`config.mk`:
```
export PLATFORM = sky130hd
export DESIGN_NAME = dma_block_buffer
export DESIGN_NICKNAME = d
export VERILOG_FILES = /design/src/rtl/dma_pkg.sv /design/src/rtl/dma_buf_mem.sv /design/src/rtl/dma_block_buffer.sv
export SDC_FILE = /design/constraint.sdc
export NUM_CORES = 1
export LEC_CHECK = 0
export ABC_CLOCK_PERIOD_IN_PS = 8420
export CORE_MARGIN = 4
export CORE_UTILIZATION = 31
export DETAILED_ROUTE_END_ITERATION = 7
export SLEW_MARGIN = 20
export SYNTH_ARGS = -nofsm -noshare
export SYNTH_HDL_FRONTEND = slang
export SYNTH_SLANG_ARGS = --single-unit
```
`constraint.sdc`:
```
create_clock -name clk -period 8.42 [get_ports clk]
set_clock_uncertainty 0.15 [all_clocks]
set_input_delay 2.526 -clock clk [delete_from_list [all_inputs] [get_ports clk]]
set_output_delay 2.526 -clock clk [all_outputs]
set_load 0.02 [all_outputs]
```
`src/rtl/dma_pkg.sv`:
```
// Shared DMA datapath types: block-buffer phase and beat-packing mode encodings.
package dma_pkg;

    typedef enum logic [0:0] {
        BUF_FILL,
        BUF_DRAIN
    } buf_state_t;

    localparam logic MODE_WIDE   = 1'b0;
    localparam logic MODE_NARROW = 1'b1;

endpackage

```
`src/rtl/dma_buf_mem.sv`:
```
// Block storage: DEPTH x WIDTH register file, one write port with per-half enables,
// one asynchronous read port. Contents are not reset.
module dma_buf_mem #(
    parameter int unsigned WIDTH = 8,
    parameter int unsigned DEPTH = 8,
    localparam int unsigned AW   = $clog2(DEPTH)
) (
    input  logic             clk,
    input  logic             we_lo,
    input  logic             we_hi,
    input  logic [AW-1:0]    waddr,
    input  logic [WIDTH-1:0] wdata,
    input  logic [AW-1:0]    raddr,
    output logic [WIDTH-1:0] rdata
);

    localparam int unsigned H = WIDTH / 2;

    logic [WIDTH-1:0] mem [DEPTH];

    always_ff @(posedge clk) begin
        if (we_lo) mem[waddr][H-1:0]     <= wdata[H-1:0];
        if (we_hi) mem[waddr][WIDTH-1:H] <= wdata[WIDTH-1:H];
    end

    assign rdata = mem[raddr];

endmodule

```
`src/rtl/dma_block_buffer.sv`:
```
// Block buffer between the DMA read and write sides: fills a whole block (or up to a commit),
// then drains it completely before accepting new data. Supports two half-width beats per word.
module dma_block_buffer
    import dma_pkg::*;
#(
    parameter int unsigned WIDTH = 8,
    parameter int unsigned DEPTH = 8,
    localparam int unsigned LW   = $clog2(DEPTH) + 1
) (
    input  logic             clk,
    input  logic             resetn,
    input  logic             narrow,
    input  logic             in_valid,
    input  logic [WIDTH-1:0] in_data,
    output logic             in_ready,
    input  logic             commit,
    input  logic             flush,
    output logic             out_valid,
    output logic [WIDTH-1:0] out_data,
    input  logic             out_ready,
    output logic             out_last,
    output logic [LW-1:0]    level,
    output logic             empty,
    output logic             full
);

    localparam int unsigned AW = $clog2(DEPTH);
    localparam int unsigned H  = WIDTH / 2;

    if (WIDTH % 2 != 0 || WIDTH < 2) begin : g_bad_width
        $error("dma_block_buffer: WIDTH must be even and >= 2");
    end
    if (DEPTH < 2 || (DEPTH & (DEPTH - 1)) != 0) begin : g_bad_depth
        $error("dma_block_buffer: DEPTH must be a power of 2 and >= 2");
    end

    buf_state_t       state_q, state_d;
    logic [AW-1:0]    wr_ptr_q, wr_ptr_d, rd_ptr_q, rd_ptr_d;
    logic             half_q, half_d;
    logic [LW-1:0]    level_q, level_d;
    logic             mode_q, mode_d;
    logic             fill_mode, word_done;
    logic             we_lo, we_hi;
    logic [WIDTH-1:0] wdata, rword;

    assign in_ready  = (state_q == BUF_FILL);
    assign out_valid = (state_q == BUF_DRAIN);
    assign full      = (state_q == BUF_DRAIN);
    assign empty     = (state_q == BUF_FILL) && (level_q == '0) && !half_q;
    assign level     = level_q;
    assign out_last  = out_valid && (level_q == LW'(1)) && (mode_q == MODE_WIDE || half_q);

    // The first beat of a block already obeys the incoming mode, since mode_q latches on it.
    assign fill_mode = empty ? narrow : mode_q;

    dma_buf_mem #(
        .WIDTH (WIDTH),
        .DEPTH (DEPTH)
    ) u_mem (
        .clk   (clk),
        .we_lo (we_lo),
        .we_hi (we_hi),
        .waddr (wr_ptr_q),
        .wdata (wdata),
        .raddr (rd_ptr_q),
        .rdata (rword)
    );

    always_comb begin
        if (mode_q == MODE_NARROW) begin
            out_data = half_q ? {{H{1'b0}}, rword[WIDTH-1:H]} : {{H{1'b0}}, rword[H-1:0]};
        end else begin
            out_data = rword;
        end
    end

    always_comb begin
        state_d   = state_q;
        wr_ptr_d  = wr_ptr_q;
        rd_ptr_d  = rd_ptr_q;
        half_d    = half_q;
        level_d   = level_q;
        mode_d    = empty ? narrow : mode_q;
        we_lo     = 1'b0;
        we_hi     = 1'b0;
        wdata     = '0;
        word_done = 1'b0;

        if (flush) begin
            state_d  = BUF_FILL;
            wr_ptr_d = '0;
            rd_ptr_d = '0;
            half_d   = 1'b0;
            level_d  = '0;
        end else if (state_q == BUF_FILL) begin
            if (in_valid) begin
                if (fill_mode == MODE_WIDE) begin
                    we_lo     = 1'b1;
                    we_hi     = 1'b1;
                    wdata     = in_data;
                    word_done = 1'b1;
                end else if (!half_q) begin
                    // Clear the high half too, so a committed lone low half drains as zero.
                    we_lo  = 1'b1;
                    we_hi  = 1'b1;
                    wdata  = {{H{1'b0}}, in_data[H-1:0]};
                    half_d = 1'b1;
                end else begin
                    we_hi     = 1'b1;
                    wdata     = {in_data[H-1:0], {H{1'b0}}};
                    half_d    = 1'b0;
                    word_done = 1'b1;
                end
            end
            if (word_done) begin
                level_d  = level_q + LW'(1);
                wr_ptr_d = wr_ptr_q + AW'(1);
            end
            if (commit && half_d) begin
                level_d = level_d + LW'(1);
            end
            if ((word_done && wr_ptr_q == AW'(DEPTH - 1)) || (commit && level_d != '0)) begin
                state_d  = BUF_DRAIN;
                wr_ptr_d = '0;
                rd_ptr_d = '0;
                half_d   = 1'b0;
            end
        end else if (out_ready) begin
            if (mode_q == MODE_WIDE || half_q) begin
                rd_ptr_d = rd_ptr_q + AW'(1);
                level_d  = level_q - LW'(1);
                half_d   = 1'b0;
                if (out_last) begin
                    state_d  = BUF_FILL;
                    rd_ptr_d = '0;
                    wr_ptr_d = '0;
                end
            end else begin
                half_d = 1'b1;
            end
        end
    end

    always_ff @(posedge clk) begin
        if (!resetn) begin
            state_q  <= BUF_FILL;
            wr_ptr_q <= '0;
            rd_ptr_q <= '0;
            half_q   <= 1'b0;
            level_q  <= '0;
            mode_q   <= MODE_WIDE;
        end else begin
            state_q  <= state_d;
            wr_ptr_q <= wr_ptr_d;
            rd_ptr_q <= rd_ptr_d;
            half_q   <= half_d;
            level_q  <= level_d;
            mode_q   <= mode_d;
        end
    end

endmodule

```
==> results_dict.tcl, run 1 <==
set metrics [dict create \
    cap_violations 0 \
    synth.avg_cell_area_um2 13.4 \
    hold_depth 1 \
    grt_antenna_before_repair 0 \
    p_per_area_mw_per_mm2 217 \
    clkSinkCount 80 \
    dp.cells 448 \
    hold_class "reg -> reg" \
    avgViaCountPerCell 5.18 \
    worst_pin_slew_ns 0.808 \
    cts_inserted_buffers 9 \
    p_leak_nw 1.50 \
    drive_gt1_frac 0.133 \
    ys_seq_area_frac 0.594 \
    finalCritPeriodShare 0.734 \
    dp_hpwl_mm 6.13 \
    die_w_um 118 \
    synth-warning-count 0 \
    synthFlopType "edfxtp_1" \
    nets 337 \
    start_util 0.316 \
    p_comb_frac 0.128 \
    synth_top_area_cell "edfxtp_1" \
    portBuffers 31 \
    fin_tns_setup_ns 0 \
    layout_common_cells "64 x edfxtp_1, 31 x clkdlybuf4s50_1, 27 x nor2_1" \
    synth_area_leaders "edfxtp_1 51%, mux4_2 9.5%, dfxtp_1 8.5%" \
    grt_pass1_wl_mm 13.6 \
    r2r_slack_ns 3.56 \
    switching_share 0.241 \
    grt_pass1_vias 2459 \
    route.vias.total 2397 \
    slew_viol_final 0 \
    dieArea_mm2 0.0140 \
    finalPower_mw 0.983 \
    critical_path_arrival_ns 6.25 \
    postCtsSetupBuffers 0 \
    ys_seq_elements 80 \
    rr_startpoint "full" \
    final_common_cell "edfxtp_1" \
    ir_drop_v 0.0000900 \
    rows 40 \
    cp_max_fo 8 \
    core_area_mm2 0.0120 \
    switchingPower_mw 0.237 \
    relSlewSlack 0.457 \
    clk_pin_slew_ns 0.06 \
    antenna_left 0 \
    async_reset_ff_frac 0 \
    netlist.area_leader.share 0.509 \
    setup_viol 0 \
    endpoint_kind "flop" \
    cts.root.buffer_cell "clkbuf_16" \
    cts_tree "yes" \
    final_cells 463 \
    drt_iter0_markers 105 \
    fin_util 0.380 \
    syn_to_final_growth_pct 20.2 \
    path_class "in -> reg" \
    wire_per_inst_um 18.4 \
    drc 0 \
    hold_viol_final 0 \
    power_frac_clock 0.420 \
    reg2regPathDepth 14 \
    synth_cell_types 52 \
    fmax_mhz 162 \
    start_kind "input port" \
    crit_required_ns 8.49 \
    cts_max_path_buffers 2 \
    n_fill_cell 1144 \
    antenna_cells 0 \
    synth-edff-count 64 \
    worstReg2RegEnd "full" \
    outcome "finished clean" \
    htree_levels 3 \
    top_level_ports 32 \
    gp_congestion 0.836 \
    gr-total-overflow 0 \
    syn_nets 306 \
    netlist_instances 281 \
    min_period_ns 6.18 \
    cts.repair.resized 0 \
    p_int_mw 0.747 \
    clk_latency_ns 0.33 \
    dr.pass1.iters 4 \
    die_h_um 118 \
    grt_util_all_layers 0.125 \
    seqPwrFrac 0.452 \
    holdBufCountCts 0 \
    rsz0062_at_grt "false" \
    hold_start "rd_ptr_q[0]" \
    synthesis.area_mm2 0.00378 \
    drt_wl_total_mm 8.51 \
    grt_max_degree 17 \
]
==> stage by stage <==
stage / cell area (um^2) / setup slack (ns) / hold WS, ns
floorplan: 3780 / 2.88 / 0.303
global placement: 4220 / 2.14 / 0.315
detailed placement: 4220 / 1.95 / 0.321
CTS: 4540 / 2.30 / 0.343
global route: 4540 / 1.92 / 0.386
finish: 4540 / 2.24 / 0.349
==> critical path, cell delays in order <==
cell and delay [ns]:
clkdlybuf4s50_1 0.39, mux2i_1 0.51, inv_1 0.15, ha_1 0.27, nor2b_2 0.25, mux2i_1 0.46, inv_1 0.09, ha_1 0.22
xor3_1 0.28, or4b_1 0.49, a22oi_2 0.27, o21ai_2 0.17, and2_1 0.17
==> power groups by stage <==
stage                     clock network, mW  registers, mW  logic [mW]
final                                 0.413          0.444       0.126
after global routing                  0.438          0.445       0.139
after CTS                             0.418          0.444       0.126
after detailed placement                  0          0.453       0.125
after global placement                    0          0.452       0.123
after floorplan                           0          0.448      0.0852
==> how the worst max path moves through the flow <==
stage	slack, ns	end	start
floorplan	2.88	wr_ptr_q[1]	narrow
global placement	2.14	full	narrow
detailed placement	1.95	full	narrow
CTS	2.30	full	narrow
global route	1.92	wr_ptr_q[1]	narrow
finish	2.24	full	narrow
==> cells in the mapped netlist (2+ instances only) <==
cell type	count
edfxtp_1	64
nor2_1	27
dfxtp_1	16
mux4_2	16
nand2_1	16
nand3_1	13
ha_1	10
inv_1	10
o21ai_0	10
a21oi_1	8
a31oi_1	7
mux2i_1	7
and3_1	6
clkbuf_1	6
nor3_1	6
xnor2_1	6
mux2_2	4
buf_2	3
nand2b_1	3
or3_1	3
a211oi_1	2
and2_1	2
buf_4	2
nand4_1	2
nor2b_1	2
o2111ai_1	2
o211ai_1	2
xor2_1	2
==> flip-flops by register name, indices dropped and copies added (netlist names), named ones only <==
name and cells:
half_q 1, mode_q 1, u_mem.mem 64, full 1, wr_ptr_q 3, level 4
rd_ptr_q 3
==> metal layers <==
layer,GRT usage,part of all wire,up-vias
met1,0.171,0.49,1172
met3,0.0321,0.053,5
met2,0.199,0.46,69
met5,0,0,-
met4,0.0304,0.0067,0
li1,-,-,1151
==> cell families (layout without fill, tap and decap cells) <==
family | after synthesis | count (layout) | synth area share
compound gates | 42 | 42 | 0.0768
xor+xnor | 9 | 9 | 0.0248
fa+ha+maj | 10 | 10 | 0.0331
buf+inv | 23 | 58 | 0.0258
flops | 80 | 80 | 0.594
mux | 27 | 27 | 0.126
simple gates | 90 | 90 | 0.120
==> cell type report <==
cell class | instances | area [um^2] | area share
Timing Repair Buffer | 32 | 318 | 0.0700
Clock buffer | 9 | 225 | 0.0496
Sequential cell | 80 | 2240 | 0.494
Inverter | 11 | 41.3 | 0.00909
Tap cell | 147 | 184 | 0.0405
Multi-Input combinational cell | 178 | 1440 | 0.317
Clock inverter | 6 | 92.6 | 0.0204
(Power assumes the default switching activity.)
==> run 2, diff against run 1 <==
--- a/config.mk
+++ b/config.mk
@@ -5,7 +5,7 @@
 export SDC_FILE = /design/constraint.sdc
 export NUM_CORES = 1
 export LEC_CHECK = 0
-export ABC_CLOCK_PERIOD_IN_PS = 8420
+export ABC_CLOCK_PERIOD_IN_PS = 6010
 export CORE_MARGIN = 4
 export CORE_UTILIZATION = 31
 export DETAILED_ROUTE_END_ITERATION = 7
==> constraint.sdc (replaced) <==
create_clock -name clk -period 6.01 [get_ports clk]
set_clock_uncertainty 0.15 [all_clocks]
set_input_delay 1.803 -clock clk [delete_from_list [all_inputs] [get_ports clk]]
set_output_delay 1.803 -clock clk [all_outputs]
set_load 0.02 [all_outputs]
==> results_dict.tcl, run 2 (synthesis results as in run 1) <==
set metrics [dict create \
    grt_max_degree 16 \
    final_common_cell "edfxtp_1" \
    dr.pass1.iters 4 \
    grt_util_all_layers 0.126 \
    switchingPower_mw 0.349 \
    core_area_mm2 0.0120 \
    syn_to_final_growth_pct 19.4 \
    cts.repair.resized 0 \
    multiInputGateArea_mm2 0.00144 \
    die_w_um 118 \
    ir_drop_v 0.000133 \
    clkSinkCount 80 \
    postCtsSetupBuffers 0 \
    path_buf_inv 4 \
    drc 0 \
    dp.cells 449 \
    clk_latency_ns 0.34 \
    dieArea_mm2 0.0140 \
    hold_class "reg -> reg" \
    worst_pin_slew_ns 0.929 \
    final_cells 465 \
    power_frac_clock 0.391 \
    start_kind "input port" \
    htree_levels 3 \
    cts_max_path_buffers 2 \
    drt_iter0_markers 178 \
    grt_pass1_vias 2477 \
    finalPower_mw 1.32 \
    p_per_area_mw_per_mm2 292 \
    holdBufCountCts 0 \
    start_util 0.316 \
    fin_tns_setup_ns 0 \
    switching_share 0.265 \
    nets 338 \
    setup_ws_ns 0.925 \
    top_level_ports 32 \
    hold_viol_final 0 \
    p_int_mw 0.967 \
    top_register "u_mem.mem" \
    antenna_cells 0 \
    critical_path_arrival_ns 5.18 \
    path_class "in -> reg" \
    place_worst_setup_slack_ns 0.576 \
    relSlewSlack 0.380 \
    route.vias.total 2423 \
    p_comb_frac 0.136 \
    cap_violations 0 \
    drt_wl_total_mm 8.54 \
    rows 40 \
    finalCritPeriodShare 0.846 \
    grt_pass1_wl_mm 13.7 \
    clk_pin_slew_ns 0.06 \
    setup_viol 0 \
    crit_required_ns 6.10 \
    timing.hold.ws_ns 0.343 \
    cts_tree "yes" \
    cts_inserted_buffers 9 \
    cp_top_family "simple AND/OR/NAND/NOR gates" \
    layout_common_cells "64 x edfxtp_1, 31 x clkdlybuf4s50_1, 27 x nor2_1" \
    slew_viol_final 0 \
    endpoint_kind "flop" \
    slowest_delay_ns 0.50 \
    p_leak_nw 1.49 \
    dp_hpwl_mm 6.13 \
    fin_util 0.377 \
    rsz0062_at_grt "false" \
    seqPwrFrac 0.473 \
    cts.root.buffer_cell "clkbuf_16" \
    outcome "finished clean" \
    n_fill_cell 1130 \
    crit_slowest_cell "or4b_1" \
    drive_gt1_frac 0.135 \
    placed_cell_area_mm2 0.00423 \
    gp_congestion 0.814 \
    antenna_left 0 \
    gr-total-overflow 0 \
    grt_antenna_before_repair 0 \
    portBuffers 31 \
    final_area_mm2 0.00451 \
    avgViaCountPerCell 5.21 \
    min_period_ns 5.09 \
    die_h_um 118 \
    cp_max_fo 6 \
    fmax_mhz 197 \
    seqCellArea_mm2 0.00224 \
    largest_reg_flops 64 \
    wire_per_inst_um 18.4 \
    worstPathCellList "clkdlybuf4s50_1, mux2i_1, buf_4, inv_1, ha_1, nor2b_2, mux2i_1, inv_1, ha_1, xor3_1, or4b_1, a221oi_2, nor2_1, o32ai_2" \
]
==> run 2: cell types whose count changed in the layout (fill, tap and decap cells not counted) <==
cell,change
buf_4,+1
bufinv_16,-2
clkinv_1,+1
clkinv_4,+2
==> run 2: final timing paths <==
check                            startpoint           to  slack, ns  cells past startpoint
worst min-delay path            rd_ptr_q[0]  rd_ptr_q[0]       0.34                      1
worst max-delay path                 narrow  wr_ptr_q[1]       0.92                     14
worst max register to register         full  wr_ptr_q[1]       1.49                     15
worst min register to register  rd_ptr_q[0]  rd_ptr_q[0]       0.34                      1
==> run 2: final cells by class <==
class | count | area share
clock inverter | 7 | 0.0119
tap | 147 | 0.0408
inverter | 11 | 0.00916
multi-input combinational | 178 | 0.319
clock buffer | 9 | 0.0499
sequential | 80 | 0.497
timing repair buffer | 33 | 0.0721
==> run 2: layer usage <==
| metal | GRT usage | vias to the layer above | share of wire | wire length (um) |
|---|---|---|---|---|
| met5 | 0 | - | 0 | 0 |
| met4 | 0.0355 | 0 | 0.0092 | 79 |
| met3 | 0.0340 | 7 | 0.047 | 403 |
| met2 | 0.194 | 69 | 0.46 | 3910 |
| met1 | 0.175 | 1201 | 0.49 | 4150 |
| li1 | - | 1146 | - | - |
==> run 2: power groups by stage <==
stage / clock (mW) / sequential [mW] / combinational (mW)
after CTS: 0.524 / 0.623 / 0.178
final: 0.515 / 0.623 / 0.179
after global placement: 0 / 0.634 / 0.175
after global routing: 0.545 / 0.624 / 0.196
after floorplan: 0 / 0.627 / 0.119
after detailed placement: 0 / 0.634 / 0.177
==> run 2: worst reg2reg max path: cells and delay by family, from the launching register on <==
kind / cells / cell delay (ns)
flops: 1 / 0.69
compound gates: 2 / 0.49
buf+inv: 4 / 0.65
mux: 2 / 0.59
xor+xnor: 1 / 0.29
simple gates: 4 / 1.13
fa+ha+maj: 2 / 0.45
